--- config.mk ---
export PLATFORM = sky130hd
export DESIGN_NAME = tdec_param_fifo
export DESIGN_NICKNAME = d
export VERILOG_FILES = /design/src/rtl/tdec_param_fifo_pkg.sv /design/src/rtl/tdec_fifo_ram.sv /design/src/rtl/tdec_param_fifo.sv
export SDC_FILE = /design/constraint.sdc
export NUM_CORES = 1
export LEC_CHECK = 0
export ABC_AREA = 1
export CAP_MARGIN = 15
export CORE_MARGIN = 2
export CORE_UTILIZATION = 35
export DETAILED_ROUTE_END_ITERATION = 12
export GPL_ROUTABILITY_DRIVEN = 0
export PLACE_DENSITY = 0.64
export SYNTH_ARGS = -nofsm -noshare
export SYNTH_HDL_FRONTEND = slang
export SYNTH_SLANG_ARGS = --single-unit
--- constraint.sdc ---
create_clock -name clk -period 1.9 [get_ports clk]
set_input_delay 0.38 -clock clk [delete_from_list [all_inputs] [get_ports clk]]
set_output_delay 0.38 -clock clk [all_outputs]
set_load 0.02 [all_outputs]
--- src/rtl/tdec_param_fifo_pkg.sv ---
// Shared TDEC FIFO constants and helpers.
// Default geometry and thresholds for TDEC wrap buffers.
package tdec_param_fifo_pkg;

    localparam int TDEC_DW    = 8;
    localparam int TDEC_DEPTH = 16;
    localparam int TDEC_AF    = 12;
    localparam int TDEC_AE    = 2;

    function automatic int ptr_w(input int depth);
        return (depth < 2) ? 1 : $clog2(depth);
    endfunction

endpackage

--- src/rtl/tdec_fifo_ram.sv ---
// FIFO storage: DEPTH x DW, one write port, one async read port.
// Contents are deliberately not reset.
module tdec_fifo_ram #(
    parameter int DW    = 8,
    parameter int DEPTH = 16,
    parameter int AW    = 4
) (
    input  logic          clk,
    input  logic          we,
    input  logic [AW-1:0] waddr,
    input  logic [DW-1:0] wdata,
    input  logic [AW-1:0] raddr,
    output logic [DW-1:0] rdata
);

    logic [DW-1:0] mem [DEPTH];

    always_ff @(posedge clk) begin
        if (we) begin
            mem[waddr] <= wdata;
        end
    end

    assign rdata = mem[raddr];

endmodule

--- src/rtl/tdec_param_fifo.sv ---
// Parametrised single-clock FIFO between TDEC wrappers and decoder core.
// Flags are registered from next count; errors are sticky until rst/flush.
module tdec_param_fifo
    import tdec_param_fifo_pkg::*;
#(
    parameter int DW       = TDEC_DW,
    parameter int DEPTH    = TDEC_DEPTH,
    parameter int AW       = ptr_w(DEPTH),
    parameter int AF_THRES = TDEC_AF,
    parameter int AE_THRES = TDEC_AE,
    parameter int RD_REG   = 0
) (
    input  logic          clk,
    input  logic          rst,
    input  logic          flush,
    input  logic          wr_en,
    input  logic [DW-1:0] wr_data,
    input  logic          rd_en,
    output logic [DW-1:0] rd_data,
    output logic          rd_valid,
    output logic          fifo_empty,
    output logic          fifo_full,
    output logic          fifo_almost_full,
    output logic          fifo_almost_empty,
    output logic [AW:0]   fifo_count,
    output logic          ovf_err,
    output logic          udf_err
);

    if (DEPTH < 2) begin : g_bad_depth
        $error("tdec_param_fifo: DEPTH must be >= 2");
    end
    if (AW != ptr_w(DEPTH)) begin : g_bad_aw
        $error("tdec_param_fifo: AW is derived from DEPTH");
    end
    if (AF_THRES < 1 || AF_THRES > DEPTH) begin : g_bad_af
        $error("tdec_param_fifo: AF_THRES out of range");
    end
    if (AE_THRES < 0 || AE_THRES > DEPTH - 1) begin : g_bad_ae
        $error("tdec_param_fifo: AE_THRES out of range");
    end

    localparam logic [AW-1:0] PTR_LAST  = AW'(DEPTH - 1);
    localparam logic [AW-1:0] PTR_ONE   = AW'(1);
    localparam logic [AW:0]   CNT_ONE   = (AW+1)'(1);
    localparam logic [AW:0]   CNT_DEPTH = (AW+1)'(DEPTH);
    localparam logic [AW:0]   CNT_AF    = (AW+1)'(AF_THRES);
    localparam logic [AW:0]   CNT_AE    = (AW+1)'(AE_THRES);

    logic [AW-1:0] wr_ptr;
    logic [AW-1:0] rd_ptr;
    logic [AW:0]   count_nxt;
    logic [DW-1:0] ram_rdata;
    logic          rd_acc;
    logic          wr_acc;

    function automatic logic [AW-1:0] ptr_inc(input logic [AW-1:0] p);
        return (p == PTR_LAST) ? '0 : p + PTR_ONE;
    endfunction

    assign rd_acc = rd_en & ~fifo_empty;
    assign wr_acc = wr_en & (~fifo_full | rd_acc);

    always_comb begin
        count_nxt = fifo_count;
        unique case (1'b1)
            (wr_acc & ~rd_acc): count_nxt = fifo_count + CNT_ONE;
            (rd_acc & ~wr_acc): count_nxt = fifo_count - CNT_ONE;
            default: ;
        endcase
    end

    always_ff @(posedge clk) begin
        if (rst || flush) begin
            wr_ptr            <= '0;
            rd_ptr            <= '0;
            fifo_count        <= '0;
            fifo_empty        <= 1'b1;
            fifo_full         <= 1'b0;
            fifo_almost_full  <= 1'b0;
            fifo_almost_empty <= 1'b1;
            ovf_err           <= 1'b0;
            udf_err           <= 1'b0;
        end else begin
            if (wr_acc) wr_ptr <= ptr_inc(wr_ptr);
            if (rd_acc) rd_ptr <= ptr_inc(rd_ptr);
            fifo_count        <= count_nxt;
            fifo_empty        <= (count_nxt == '0);
            fifo_full         <= (count_nxt == CNT_DEPTH);
            fifo_almost_full  <= (count_nxt >= CNT_AF);
            fifo_almost_empty <= (count_nxt <= CNT_AE);
            if (wr_en & fifo_full & ~rd_acc) ovf_err <= 1'b1;
            if (rd_en & fifo_empty)          udf_err <= 1'b1;
        end
    end

    tdec_fifo_ram #(
        .DW    (DW),
        .DEPTH (DEPTH),
        .AW    (AW)
    ) u_ram (
        .clk   (clk),
        .we    (wr_acc & ~rst & ~flush),
        .waddr (wr_ptr),
        .wdata (wr_data),
        .raddr (rd_ptr),
        .rdata (ram_rdata)
    );

    if (RD_REG != 0) begin : g_rd_reg
        logic [DW-1:0] rd_q;
        logic          rd_v;

        always_ff @(posedge clk) begin
            if (rst) begin
                rd_q <= '0;
                rd_v <= 1'b0;
            end else if (flush) begin
                rd_v <= 1'b0;
            end else if (rd_acc) begin
                rd_q <= ram_rdata;
                rd_v <= 1'b1;
            end else begin
                rd_v <= 1'b0;
            end
        end

        assign rd_data  = rd_q;
        assign rd_valid = rd_v;
    end else begin : g_rd_comb
        assign rd_data  = ram_rdata;
        assign rd_valid = ~fifo_empty;
    end

endmodule

Word-level counts from Yosys, hierarchy flattened:

Memories as Yosys holds them, arrays and structs flattened. A register that Yosys moved wholly into a read port is not among the register bits.
Cells that the tools add are included.

* register bits after elaboration: 19
* bits in latches: 0
* RAM bits: 128
* bits in read-only memories: 0
* output and inout bits: 20
* logic and storage cells: 44
* memories kept: 1

* add/sub/neg operators: 4
* multiply operators: 0
* div/mod/pow operators: 0
* magnitude comparators: 2
* equal/unequal tests: 3
* shift-type cells: 0
* muxes and demuxes: 7
* bitwise gates (word level): 16
* reduce and logical (&&, ||, !) cells: 2

Memories
* u_ram.mem: words 16, bits a word 8, read ports 1, clocked after memory_dff 1, wr ports 1, line tdec_fifo_ram.sv:16 `logic [DW-1:0] mem [DEPTH];`

Operators by type and width (count)
* two-way mux 4 bit: 4
* one-hot mux 5 bit (2 select lines): 1
* AND 1 bit: 9
* adder 4 x 1 -> 4 bit (second input constant): 2
* == test 4 bit (second input constant): 2
* inverter 1 bit: 6
* adder 5 x 1 -> 5 bit (second input constant): 1
* == test 5 bit (second input constant): 1
* greater-or-equal comparator 5 x 4 -> 1 bit (second input constant): 1
* <= comparator 5 x 2 -> 1 bit (second input constant): 1
* zero test 5 bit: 1
* subtractor 5 x 1 -> 5 bit (second input constant): 1
* two-way mux 1 bit: 2
* logical OR 1 bit: 1
* OR 1 bit: 1

Longest topological paths before layout:

* depth in word-level cells: 8
* mapped depth: 20

Modules after synthesis:

From an unflattened synthesis, not the netlist that was laid out.

* cell total of the unflattened synthesis: 683
* area total of the unflattened synthesis: 6591.3 um^2

By module, submodules not included
* tdec_fifo_ram: instances 1, cells an instance 543, area an instance 5606.6 um^2, sequential area each 3843.7 um^2
* tdec_param_fifo: instances 1, cells an instance 140, area an instance 984.7 um^2, sequential area each 380.4 um^2

Worst setup path before layout:

Ideal clock, no wire load.

* kind: reg2reg
* start point: reg fifo_empty
* end point: reg fifo_almost_empty
* library setup time: 0.114 ns
* arrival time: 2.098 ns
* required time: 1.786 ns
* path slack: -0.311 ns
* stages on the path, launching flop included: 20
* path buffers: 0
* path through: dfxtp_1 -> inv_2 -> nand2_2 -> nand2_1 -> nand2_2 -> ha_1 -> nor2_1 -> nor2_1 -> ha_1 -> inv_1 -> nand2_1 -> inv_1 -> nand2_1 -> nand3_1 -> o21ai_1 -> nand2_1 -> nand2_1 -> inv_1 -> nand2_1 -> nor2_2

* cells in the longest elaborated chain, start to end: 8
* elaborated cells between the ends (all ways): 10
* those cells by class: order compare (1); mux (1); bitwise (8)

RTL lines
* start, declared: line tdec_param_fifo.sv:21 `output logic fifo_empty,`
* start signal, assigned: line tdec_param_fifo.sv:88 `fifo_empty <= (count_nxt == '0);`
* inverter 1 bit (*)
* via rd_valid: line tdec_param_fifo.sv:20 `output logic rd_valid,`
* AND 1 bit (*): line tdec_param_fifo.sv:61 `assign rd_acc = rd_en & ~fifo_empty;`
* OR 1 bit: line tdec_param_fifo.sv:62 `assign wr_acc = wr_en & (~fifo_full | rd_acc);`
* AND 1 bit: line tdec_param_fifo.sv:62
* inverter 1 bit: line tdec_param_fifo.sv:68 `(rd_acc & ~wr_acc): count_nxt = fifo_count - CNT_ONE;`
* AND 1 bit: line tdec_param_fifo.sv:68
* one-hot mux 5 bit (2 select lines) (*): line tdec_param_fifo.sv:66 `unique case (1'b1)`
* <= comparator 5 x 2 -> 1 bit (*): line tdec_param_fifo.sv:91 `fifo_almost_empty <= (count_nxt <= CNT_AE);`
* end signal, assigned: line tdec_param_fifo.sv:91
* end, declared: line tdec_param_fifo.sv:24 `output logic fifo_almost_empty,`

The timed path passes the listed nets; every way through them passes the cells marked *.
A chain may end at the register's enable or synchronous reset.

==> results.json <==
{
  "design_area_sq_um": 8204,
  "core-area_sq_um": 17780,
  "avgViaCountPerCell": 4.977,
  "tightest_slew_ns": 0.6374,
  "crit_slowest_cell": "dfxtp_4",
  "reg2regPathDepth": 18,
  "p_leak_nw": 2.957,
  "path_depth": 7,
  "synth_nets": 529,
  "synth_warnings": 0,
  "rsz0062_at_grt": "yes",
  "area_growth_pct": 30.31,
  "critical-path-top-delay-family": "buffers and inverters",
  "max_freq_ghz": 0.4388,
  "period_share": 1.199,
  "end_kind": "output port",
  "die_h_um": 138.1,
  "violations": "negative setup slack",
  "drtPass1Iterations": 4,
  "setup_ws_ns": -0.3787,
  "cp_cell_sequence": "buf_12 -> bufbuf_16 -> mux2i_1 -> o211ai_1 -> nand3_1 -> nand2_1 -> buf_6",
  "power_mw": 7.462,
  "postLayoutCoreUtil": 0.4614,
  "drv_slew": 0,
  "port_buffers": 32,
  "cp-start-kind": "flop",
  "synth_cells": 508,
  "synth.distinct_cells": 29,
  "design.portCount": 33,
  "dpl.hpwl_um": 8798,
  "synth_area_sq_um": 6296,
  "grtUsageMet1": 0.1939,
  "met3_usage": 0.03672,
  "final_layout_size_suffix_gt1_frac": 0.2475,
  "ys_seq_area_frac": 0.6836,
  "grt_pass1_vias": 4192,
  "cts_buffer_depth": 2,
  "dieArea_sq_um": 19080,
  "hold_path_class": "flop to flop",
  "dp_cells": 789,
  "vdd_drop_max_v": 0.0006814,
  "clk_pin_slew_ns": 0.06,
  "relSlewSlack": 0.5737,
  "cts_buffers": 17,
  "instances_no_fill": 835,
  "place_area_sq_um": 7167,
  "routed-via-count": 4156,
  "clock_sinks": 151,
  "cts_tree": "built",
  "avgSynthCellArea_sq_um": 12.39,
  "htree_levels": 4,
  "clk_latency_ns": 0.43,
  "antenna_cells": 0,
  "grt_max_degree": 26,
  "ant_nets": 0,
  "busiest_layer": "met2",
  "finalHoldViolCount": 0,
  "antenna_found_initial": 0,
  "nets": 614,
  "path_buf_inv": 3,
  "cp_max_fo": 13,
  "fin_crit_ns": 2.279,
  "setup_viol": 13,
  "drt-total-wl_um": 14320,
  "status": "finished with violations",
  "powerDensity_nw_per_um2": 909.6,
  "grt_usage": 0.1541,
  "cp_slowest_stage_delay_ns": 0.44,
  "cp.arrival_ns": 1.90,
  "routedWlPerCell_um": 17.15,
  "cts-root-buf": "clkbuf_16",
  "fin_setup_tns_ns": -3.106,
  "initial_core_util": 0.3541,
  "worstPathRequired_ns": 1.52,
  "gr-total-overflow": 0,
  "drc": 0,
  "die_w_um": 138.1,
  "clock_skew_ns": 0.01176,
  "crit_type": "flop to output port",
  "cap_viol_max_count": 0,
  "std_cell_rows": 49,
  "holdPathStages": 2,
  "first_iter_violations": 239,
  "grt_first_pass_wirelength_um": 22570,
  "met2_usage": 0.2585,
  "ys_ff_latch": 151
}
power by group:
| part | switching [mW] | total, mW | internal (mW) |
|---|---|---|---|
| clock network | 1.41 | 3.37 | 1.97 |
| logic | 0.255 | 0.455 | 0.200 |
| registers | 0.0217 | 3.63 | 3.61 |
layer usage:
| layer | share of wire | up-vias | routed length, um |
|---|---|---|---|
| met5 | 0 | - | 0 |
| met4 | 0.015 | 0 | 216 |
| met3 | 0.027 | 16 | 383 |
| met2 | 0.52 | 66 | 7409 |
| met1 | 0.44 | 2079 | 6309 |
| li1 | - | 1995 | - |
state kept, by name (all words and copies together), names as in the netlist, named ones only:
register,cells
fifo_almost_empty,1
fifo_empty,1
ovf_err,1
fifo_almost_full,1
udf_err,1
fifo_count,5
u_ram.mem,128
wr_ptr,4
fifo_full,1
rd_ptr,4
tightest hold or removal path, cell delays in order, from the launching register on:
cell and delay (ns):
dfxtp_1 0.32, o21ai_0 0.09, inv_1 0.05
area by class of cell:
| type | count | area [sq um] |
|---|---|---|
| Clock buffer | 18 | 429.2 |
| Fill cell | 1569 | 9575 |
| Inverter | 62 | 242.7 |
| Timing Repair Buffer | 89 | 969.7 |
| Clock inverter | 14 | 161.4 |
| Multi-Input combinational cell | 272 | 1802 |
| Sequential cell | 151 | 4313 |
| Tap cell | 229 | 286.5 |
cells in the mapped netlist:
cell type,n,area [sq um]
edfxtp_1,128,3844
inv_1,59,221.5
nand2_1,48,180.2
o21ai_0,45,225.2
a21oi_1,35,175.2
mux2i_1,32,320.3
o211ai_1,32,240.2
nor2_1,27,101.4
dfxtp_1,23,460.4
nand3_1,21,105.1
clkbuf_1,9,33.78
ha_1,8,100.1
buf_2,7,35.03
nor3_1,5,25.02
buf_6,4,45.04
nand4_1,4,25.02
o21ai_1,4,20.02
xor2_1,3,26.28
inv_2,2,7.510
nand2_2,2,12.51
nor2_2,2,12.51
a31oi_1,1,6.260
buf_12,1,20.02
buf_8,1,15.01
clkbuf_4,1,7.510
clkinv_1,1,3.750
nor2_4,1,11.26
nor3b_1,1,7.510
xnor2_1,1,8.760
cells in the final DEF, fill, tap and decap left out, types with 4 or more instances in the layout:
master / count
a21oi_2: 7
nand2_2: 9
nor3_1: 5
nand4_1: 4
nand2_1: 36
o21ai_0: 23
o21ai_1: 22
inv_2: 5
clkdlybuf4s50_1: 18
inv_6: 7
a21oi_1: 28
buf_6: 12
buf_12: 7
buf_4: 42
nand3_2: 8
inv_1: 53
edfxtp_1: 128
clkbuf_16: 17
nand3_1: 13
mux2i_1: 31
o211ai_1: 32
nand2_4: 4
ha_1: 6
dfxtp_1: 20
nor2_1: 24
path summary, 6_finish.rpt:
| kind | startpoint | endpoint | slack [ns] |
|---|---|---|---|
| max | flop | rd_data[3] | -0.38 |
| min | udf_err | udf_err | 0.49 |
| max reg2reg | fifo_empty | fifo_almost_full | -0.09 |
| min reg2reg | udf_err | udf_err | 0.49 |
stage by stage:
stage	setup slack (ns)	hold slack, ns
after detailed placement	-0.6386	0.4686
after global placement	-0.5148	0.4616
after global routing	-0.4750	0.5378
after floorplan	-0.03552	0.4789
final	-0.3787	0.4850
after CTS	-0.3959	0.4621
cells by family (layout without fill, tap and decap cells):
group / Yosys count / count (layout) / share of synthesized area
buffers and inverters: 85 / 183 / 0.06180
flip-flops: 151 / 151 / 0.6836
AO/OA/AOI/OAI: 117 / 117 / 0.1059
multiplexers: 32 / 32 / 0.05087
adder cells (fa/ha/maj): 8 / 8 / 0.01590
XOR/XNOR: 4 / 4 / 0.005565
AND/OR/NAND/NOR: 111 / 111 / 0.07631
timing repair:
action,in CTS,in global routing
endpoints found under the hold margin,0,0
gates resized for setup,94,39
cloned,5,0
setup buffers,6,4
pin swaps,25,27
endpoints found under the setup margin,16,17
hold buffers,0,0
(Power assumes the default switching activity.)
